$ cat src/rtl/sv32_ptw.sv
// Sv32 two-level page table walker: one walk and one PTE read in flight at a time,
// returning the leaf PTE (4KB or 4MB superpage) or a page fault.
module sv32_ptw #(
   parameter int VPN_WIDTH  = 20,
   parameter int PPN_WIDTH  = 22,
   parameter int PA_WIDTH   = 34,
   parameter int ASID_WIDTH = 16
) (
   input  logic                  clk_i,
   input  logic                  rst_ni,
   input  logic [PPN_WIDTH-1:0]  satp_ppn_i,
   input  logic                  req_valid_i,
   output logic                  req_ready_o,
   input  logic [VPN_WIDTH-1:0]  req_vpn_i,
   input  logic [ASID_WIDTH-1:0] req_asid_i,
   input  logic                  kill_i,
   output logic                  mem_req_valid_o,
   input  logic                  mem_req_ready_i,
   output logic [PA_WIDTH-1:0]   mem_req_pa_o,
   input  logic                  mem_resp_valid_i,
   input  logic [31:0]           mem_resp_pte_i,
   output logic                  resp_valid_o,
   input  logic                  resp_ready_i,
   output logic [VPN_WIDTH-1:0]  resp_vpn_o,
   output logic [ASID_WIDTH-1:0] resp_asid_o,
   output logic [31:0]           resp_pte_o,
   output logic                  resp_is_superpage_o,
   output logic                  resp_page_fault_o
);

   localparam int LVL_W = VPN_WIDTH / 2;

   localparam logic [2:0] S_IDLE    = 3'd0;
   localparam logic [2:0] S_L1_REQ  = 3'd1;
   localparam logic [2:0] S_L1_WAIT = 3'd2;
   localparam logic [2:0] S_L0_REQ  = 3'd3;
   localparam logic [2:0] S_L0_WAIT = 3'd4;
   localparam logic [2:0] S_RESP    = 3'd5;
   localparam logic [2:0] S_DRAIN   = 3'd6;

   logic [2:0]            state_q, state_d;
   logic [VPN_WIDTH-1:0]  vpn_q, vpn_d;
   logic [ASID_WIDTH-1:0] asid_q, asid_d;
   logic [PA_WIDTH-1:0]   pa_q, pa_d;
   logic [31:0]           pte_q, pte_d;
   logic                  super_q, super_d;
   logic                  fault_q, fault_d;

   // PTE decode of the word arriving on the memory response port
   logic pte_v, pte_r, pte_w, pte_x, pte_a;
   logic pte_bad, pte_leaf, at_level1, misaligned, walk_fault, walk_next;

   assign pte_v      = mem_resp_pte_i[0];
   assign pte_r      = mem_resp_pte_i[1];
   assign pte_w      = mem_resp_pte_i[2];
   assign pte_x      = mem_resp_pte_i[3];
   assign pte_a      = mem_resp_pte_i[6];
   assign pte_bad    = !pte_v || (!pte_r && pte_w);
   assign pte_leaf   = pte_r || pte_x;
   assign at_level1  = (state_q == S_L1_WAIT);
   assign misaligned = (mem_resp_pte_i[19:10] != '0);
   assign walk_fault = pte_bad
                     || (pte_leaf && (!pte_a || (at_level1 && misaligned)))
                     || (!pte_leaf && !at_level1);
   assign walk_next  = !pte_bad && !pte_leaf && at_level1;

   always_comb begin
      state_d = state_q;
      vpn_d   = vpn_q;
      asid_d  = asid_q;
      pa_d    = pa_q;
      pte_d   = pte_q;
      super_d = super_q;
      fault_d = fault_q;
      case (state_q)
         S_IDLE: begin
            if (req_valid_i) begin
               vpn_d   = req_vpn_i;
               asid_d  = req_asid_i;
               pa_d    = {satp_ppn_i, req_vpn_i[VPN_WIDTH-1 -: LVL_W], 2'b00};
               state_d = S_L1_REQ;
            end
         end
         S_L1_REQ, S_L0_REQ: begin
            if (kill_i) begin
               state_d = mem_req_ready_i ? S_DRAIN : S_IDLE;
            end else if (mem_req_ready_i) begin
               state_d = (state_q == S_L1_REQ) ? S_L1_WAIT : S_L0_WAIT;
            end
         end
         S_L1_WAIT, S_L0_WAIT: begin
            if (mem_resp_valid_i) begin
               // A kill coinciding with the response has nothing left to drain.
               if (kill_i) begin
                  state_d = S_IDLE;
               end else if (walk_next) begin
                  pa_d    = {mem_resp_pte_i[10 +: PPN_WIDTH], vpn_q[LVL_W-1:0], 2'b00};
                  state_d = S_L0_REQ;
               end else begin
                  pte_d   = walk_fault ? 32'h0 : mem_resp_pte_i;
                  super_d = at_level1 && !walk_fault;
                  fault_d = walk_fault;
                  state_d = S_RESP;
               end
            end else if (kill_i) begin
               state_d = S_DRAIN;
            end
         end
         S_RESP: begin
            if (kill_i || resp_ready_i) state_d = S_IDLE;
         end
         S_DRAIN: begin
            if (mem_resp_valid_i) state_d = S_IDLE;
         end
         default: state_d = S_IDLE;
      endcase
   end

   always_ff @(posedge clk_i or negedge rst_ni) begin
      if (!rst_ni) begin
         state_q <= S_IDLE;
         vpn_q   <= '0;
         asid_q  <= '0;
         pa_q    <= '0;
         pte_q   <= '0;
         super_q <= 1'b0;
         fault_q <= 1'b0;
      end else begin
         state_q <= state_d;
         vpn_q   <= vpn_d;
         asid_q  <= asid_d;
         pa_q    <= pa_d;
         pte_q   <= pte_d;
         super_q <= super_d;
         fault_q <= fault_d;
      end
   end

   assign req_ready_o         = (state_q == S_IDLE);
   assign mem_req_valid_o     = (state_q == S_L1_REQ) || (state_q == S_L0_REQ);
   assign mem_req_pa_o        = pa_q;
   assign resp_valid_o        = (state_q == S_RESP);
   assign resp_vpn_o          = vpn_q;
   assign resp_asid_o         = asid_q;
   assign resp_pte_o          = pte_q;
   assign resp_is_superpage_o = super_q;
   assign resp_page_fault_o   = fault_q;

endmodule
$ cat config.mk
export PLATFORM = sky130hd
export DESIGN_NAME = sv32_ptw
export DESIGN_NICKNAME = d
export VERILOG_FILES = /design/src/rtl/sv32_ptw.sv
export SDC_FILE = /design/constraint.sdc
export NUM_CORES = 1
export LEC_CHECK = 0
export BUFFER_PORTS_ARGS = -buffer_cell sky130_fd_sc_hd__buf_2
export CAP_MARGIN = 10
export CORE_ASPECT_RATIO = 0.9
export CORE_MARGIN = 2
export CORE_UTILIZATION = 51
export DETAILED_ROUTE_END_ITERATION = 8
export PLACE_DENSITY = 0.85
export SKIP_LAST_GASP = 1
export SLEW_MARGIN = 20
export SYNTH_ARGS = -nofsm -noshare
export SYNTH_HDL_FRONTEND = slang
export SYNTH_SLANG_ARGS = --single-unit
$ cat constraint.sdc
create_clock -name clk_i -period 4.7 [get_ports clk_i]
set_input_delay 0.47 -clock clk_i [delete_from_list [all_inputs] [get_ports clk_i]]
set_output_delay 0.47 -clock clk_i [all_outputs]
set_load 0.01 [all_outputs]
; ---- After elaboration in Yosys (flattened, before gate mapping)
; Index checks and enable logic that the tools add are counted.
[classes]
n_reduce_logical = 30
n_eq_ne = 14
bitwise_logic = 2
n_mux = 18
[ops]
columns = cell, count
row1 = $mux W34, 4
row2 = $pmux W34 S2, 1
row3 = $mux W3, 11
row4 = $mux W32, 1
row5 = $pmux W3 S5, 1
row6 = $ne A2 B2 Y1 const B, 5
row7 = $reduce_and A5 Y1, 2
row8 = $reduce_bool A10 Y1, 1
row9 = $eq A3 B3 Y1 const B, 3
row10 = $logic_and A1 B1 Y1, 7
row11 = $logic_not A1 Y1, 7
row12 = $logic_or A1 B1 Y1, 7
row13 = $eq A3 B2 Y1 const B, 2
row14 = $ne A3 B3 Y1 const B, 2
row15 = $reduce_and A4 Y1, 1
row16 = $reduce_or A2 Y1, 2
row17 = $eq A3 B1 Y1 const B, 1
row18 = $logic_not A3 Y1, 1
row19 = $ne A2 B1 Y1 const B, 1
row20 = $not A1 Y1, 2
row21 = $reduce_and A2 Y1, 1
row22 = $reduce_bool A2 Y1, 1
[totals]
register_bits = 107

; ---- Longest topological paths before layout
[depth]
depth_word = 10
mapped_depth = 7

; ---- Worst setup path before layout
; OpenSTA, ideal clock, no wires.
[synth_timing]
kind = reg2reg
startpoint = reg state_q[2]
endpoint = reg asid_q[0], in the netlist resp_asid_o[0]
t_arrival_ns = 1.801
slack_ns = 2.775
path_buffers = 3
required_time_ns = 4.575
synth_period_minus_slack_ns = 1.925
path_stages_with_launch = 7
cell_sequence = dfrtp_1 -> buf_2 -> nor3_1 -> and2_1 -> buf_2 -> buf_2 -> mux2_2
[synth_via]
elab_chain_len = 2
[synth_lines]
columns = item, line_no
row1 = start: declaration, 41  ; logic [2:0] state_q, state_d;
row2 = start signal: assignment, 129  ; state_q <= state_d;
row3 = $logic_not A3 Y1, --
row4 = net req_ready_o, 13  ; output logic req_ready_o,
row5 = $reduce_and A2 Y1 (no source line), --
row6 = end signal: assignment, 131  ; asid_q <= asid_d;
row7 = end: declaration, 43  ; logic [ASID_WIDTH-1:0] asid_q, asid_d;
; The timed path passes the listed nets, and every way through them passes these cells.
; A chain may end at the register's enable or synchronous reset.

; ---- Worst setup path after layout
[layout_timing]
startpoint = reg state_q[0]
endpoint = reg pa_q[33], in the netlist mem_req_pa_o[33]
[layout_via]
elab_chain_len = 4
[layout_lines]
columns = item, line_no
row1 = $eq A3 B2 Y1 / $eq A3 B3 Y1 (equally long branches), "60, 75"
row2 = $reduce_or A2 Y1 / $logic_and A1 B1 Y1 (equally long branches), "75, 65"
row3 = $ne A2 B2 Y1 (no source line) / $reduce_bool A2 Y1 (equally long branches), --
row4 = $reduce_and A5 Y1 (no source line), --
row5 = end signal: assignment, 132  ; pa_q <= pa_d;
row6 = end: declaration, 44  ; logic [PA_WIDTH-1:0] pa_q, pa_d;
; Parallel ways exist; a longest one is shown, timed or not.

==> impl_metrics.yaml <==
detailed_routing:
  wl_um: 11400
  dr.pass1.iters: 6
  viasPerCell: 5.29
  vias: 3401
  ant_nets: 0
  wl_per_cell_um: 17.7
  drtIter0Drc: 131
  drc: 0
yosys:
  synthCells: 325
  synth_top_cell_by_area: "dfrtp_1"
  syn_area_um2: 4730
  async_flop_share: 1.00
  synthTopCellsByArea: "dfrtp_1 (56%), mux2_2 (16%), mux2_4 (9.5%)"
  synth-main-ff-cell: "dfrtp_1"
  postSynthRegisterBits: 105
  ys_warn_count: 0
  synth_commonest_cells: "dfrtp_1 (105), mux2_2 (68), mux2_4 (30), a22o_1 (27), buf_2 (12)"
  synth.most_common_cell: "dfrtp_1"
  synth_top_area_share: 0.556
  synth_cell_type_count: 42
  yosysSeqAreaShare: 0.556
  synth_enable_flop_cells: 0
  avgSynthCellArea_um2: 14.5
sta:
  tightest_slew_ns: 0.999
  setup_viol: 0
  skew_ns: 0.00901
  drv_slew: 0
  slew_headroom: 0.333
  finalHoldViolations: 0
  rsz0062_at_grt: "false"
  fmax_mhz: 344
  finalSetupTns_ns: 0
  post-route-period-util: 0.619
  timing.final.crit_period_ns: 2.91
power_and_ir_drop:
  vdd.ir_drop.worst_uv: 346
  p_per_area_nw_per_um2: 676
  p_leak_nw: 3.07
cells_and_area:
  final_nets: 614
  diodes: 0
  drive_above_1_share: 0.630
  area_delta_synth_final_pct: 26.0
  stdcell_area_um2: 5950
setup_path:
  cp.arrival_ns: 3.15
  cp-start-kind: "register"
  crit_start: "state_q[0]$_DFFE_PN0P_"
  crit_fanout: 38
  cpPeakStageDelay_ns: 0.67
  crit_chain: "nor3_1, and2_2, a21oi_4, buf_4, mux2_2"
  cp.required_ns: 4.95
  crit_path_end_kind: "register"
  timing.rr.start: "state_q[0]$_DFFE_PN0P_"
  critPathKind: "reg2reg"
  rrSetupSlack_ns: 1.79
  critPathSlowestCell: "dfrtp_1"
place:
  place_area_um2: 5770
  portBuffers: 201
  place_hpwl_um: 8350
  routabilityCongestion: 0.736
clock_network:
  cts.sinks: 105
  post_cts_buffers: 0
  path_clk_slew_ns: 0.10
  clock_latency_ns: 0.35
  cts_buffers: 9
  tritoncts: "done"
  clock_tree.root_cell: "clkbuf_8"
  cts_hold_buf: 0
  h-tree-depth: 3
  clk_path_buf_depth: 2
  postCtsResizedCells: 0
floorplanning:
  num_rows: 33
  initial_core_util: 0.523
  die_w_um: 105
  die_h_um: 95.3
  ios: 204
  dieArea_um2: 10100
  coreArea_um2: 9040
run:
  maxCapViolations: 0
grt:
  grt_pass1_vias: 3526
  antenna_found_initial: 0
  grtUsageTotal: 0.226
  grt_pass1_wl_um: 17800
  grt_max_degree: 63
  grt-ovfl-total: 0
outcome:
  status: "finished, final reports clean"
hold_path:
  hold_class: "in2async"
## area by class of cell
cell class                      count  area, um2
Fill cell                         666       3090
Clock buffer                       10        128
Clock inverter                      5       57.6
Timing Repair Buffer              204       1030
Sequential cell                   105       2630
Tap cell                          122        153
Multi-Input combinational cell    194       1950
Inverter                            3       11.3
## sequential cells by signal, summed over array words and instances, names as in the netlist
| register | count |
|---|---|
| resp_asid_o | 16 |
| resp_is_superpage_o | 1 |
| resp_pte_o | 32 |
| mem_req_pa_o | 32 |
| resp_vpn_o | 20 |
| state_q | 3 |
| resp_page_fault_o | 1 |
## path summary, 6_finish.rpt
kind | cells after the start | to
min | 1 | resp_pte_o[15]$_DFFE_PN0P_
min in group clk_i | 2 | resp_pte_o[7]$_DFFE_PN0P_
max | 5 | mem_req_pa_o[33]$_DFFE_PN0P_
min reg2reg | 1 | resp_pte_o[2]$_DFFE_PN0P_
max in group asynchronous | 2 | mem_req_pa_o[20]$_DFFE_PN0P_
max reg2reg | 5 | mem_req_pa_o[33]$_DFFE_PN0P_
## placed cells by master, fill, tap and decap left out, types with 2 or more instances in the layout
master,count
a21o_1,3
a21oi_1,3
a22o_1,27
a32o_1,4
and2_1,2
buf_2,200
buf_4,4
clkbuf_8,9
clkinv_2,2
clkinv_4,2
conb_1,2
dfrtp_1,105
inv_1,3
mux2_1,2
mux2_2,68
mux2_4,30
nand2_1,6
nand2b_1,3
nand3_1,2
nor2_1,6
nor2b_1,2
nor3_1,2
nor3b_1,3
nor4_1,2
o21ai_0,5
o21bai_1,2
or3b_2,2
## metrics by stage
stage | hold slack, ns | util | total power, mW | setup slack, ns | instances
2_1_floorplan | 0.174 | - | 2.83 | 2.77 | 326
3_3_place_gp | 0.471 | 0.638 | 3.42 | 1.88 | 628
3_5_place_dp | 0.478 | 0.638 | 3.51 | 1.79 | 628
4_1_cts | 0.201 | 0.659 | 4.06 | 1.77 | 643
5_1_grt | 0.233 | 0.659 | 4.26 | 1.60 | 643
6_report | 0.183 | 0.659 | 4.03 | 1.79 | 643
## worst max-delay path: cells and delay by family (launching register included)
kind | cells | cell delay [ns]
AO/OA/AOI/OAI | 1 | 0.64
buffers and inverters | 1 | 0.45
flip-flops | 1 | 0.67
multiplexers | 1 | 0.38
AND/OR/NAND/NOR | 2 | 0.63
## where the power goes
| part | total, mW | internal, mW | switching, mW | leakage (nW) |
|---|---|---|---|---|
| registers | 1.60 | 1.31 | 0.283 | 1.30 |
| logic | 1.89 | 1.04 | 0.847 | 1.67 |
| clock network | 0.542 | 0.244 | 0.298 | 0.0961 |
## logic make-up after synthesis
logic type      Yosys count  share of synthesized area
simple gates             40                     0.0524
flops                   105                      0.556
xor+xnor                  1                    0.00344
buf+inv                  27                     0.0365
mux                     100                      0.262
other cells               1                   0.000793
compound gates           51                     0.0889
## routing by layer
layer	global-route usage	up-vias	part of all wire
met5	0	-	0
met4	0.0567	0	0.0052
met3	0.0602	6	0.074
met2	0.385	154	0.49
met1	0.290	1675	0.43
li1	-	1566	-
(Power assumes the default switching activity.)
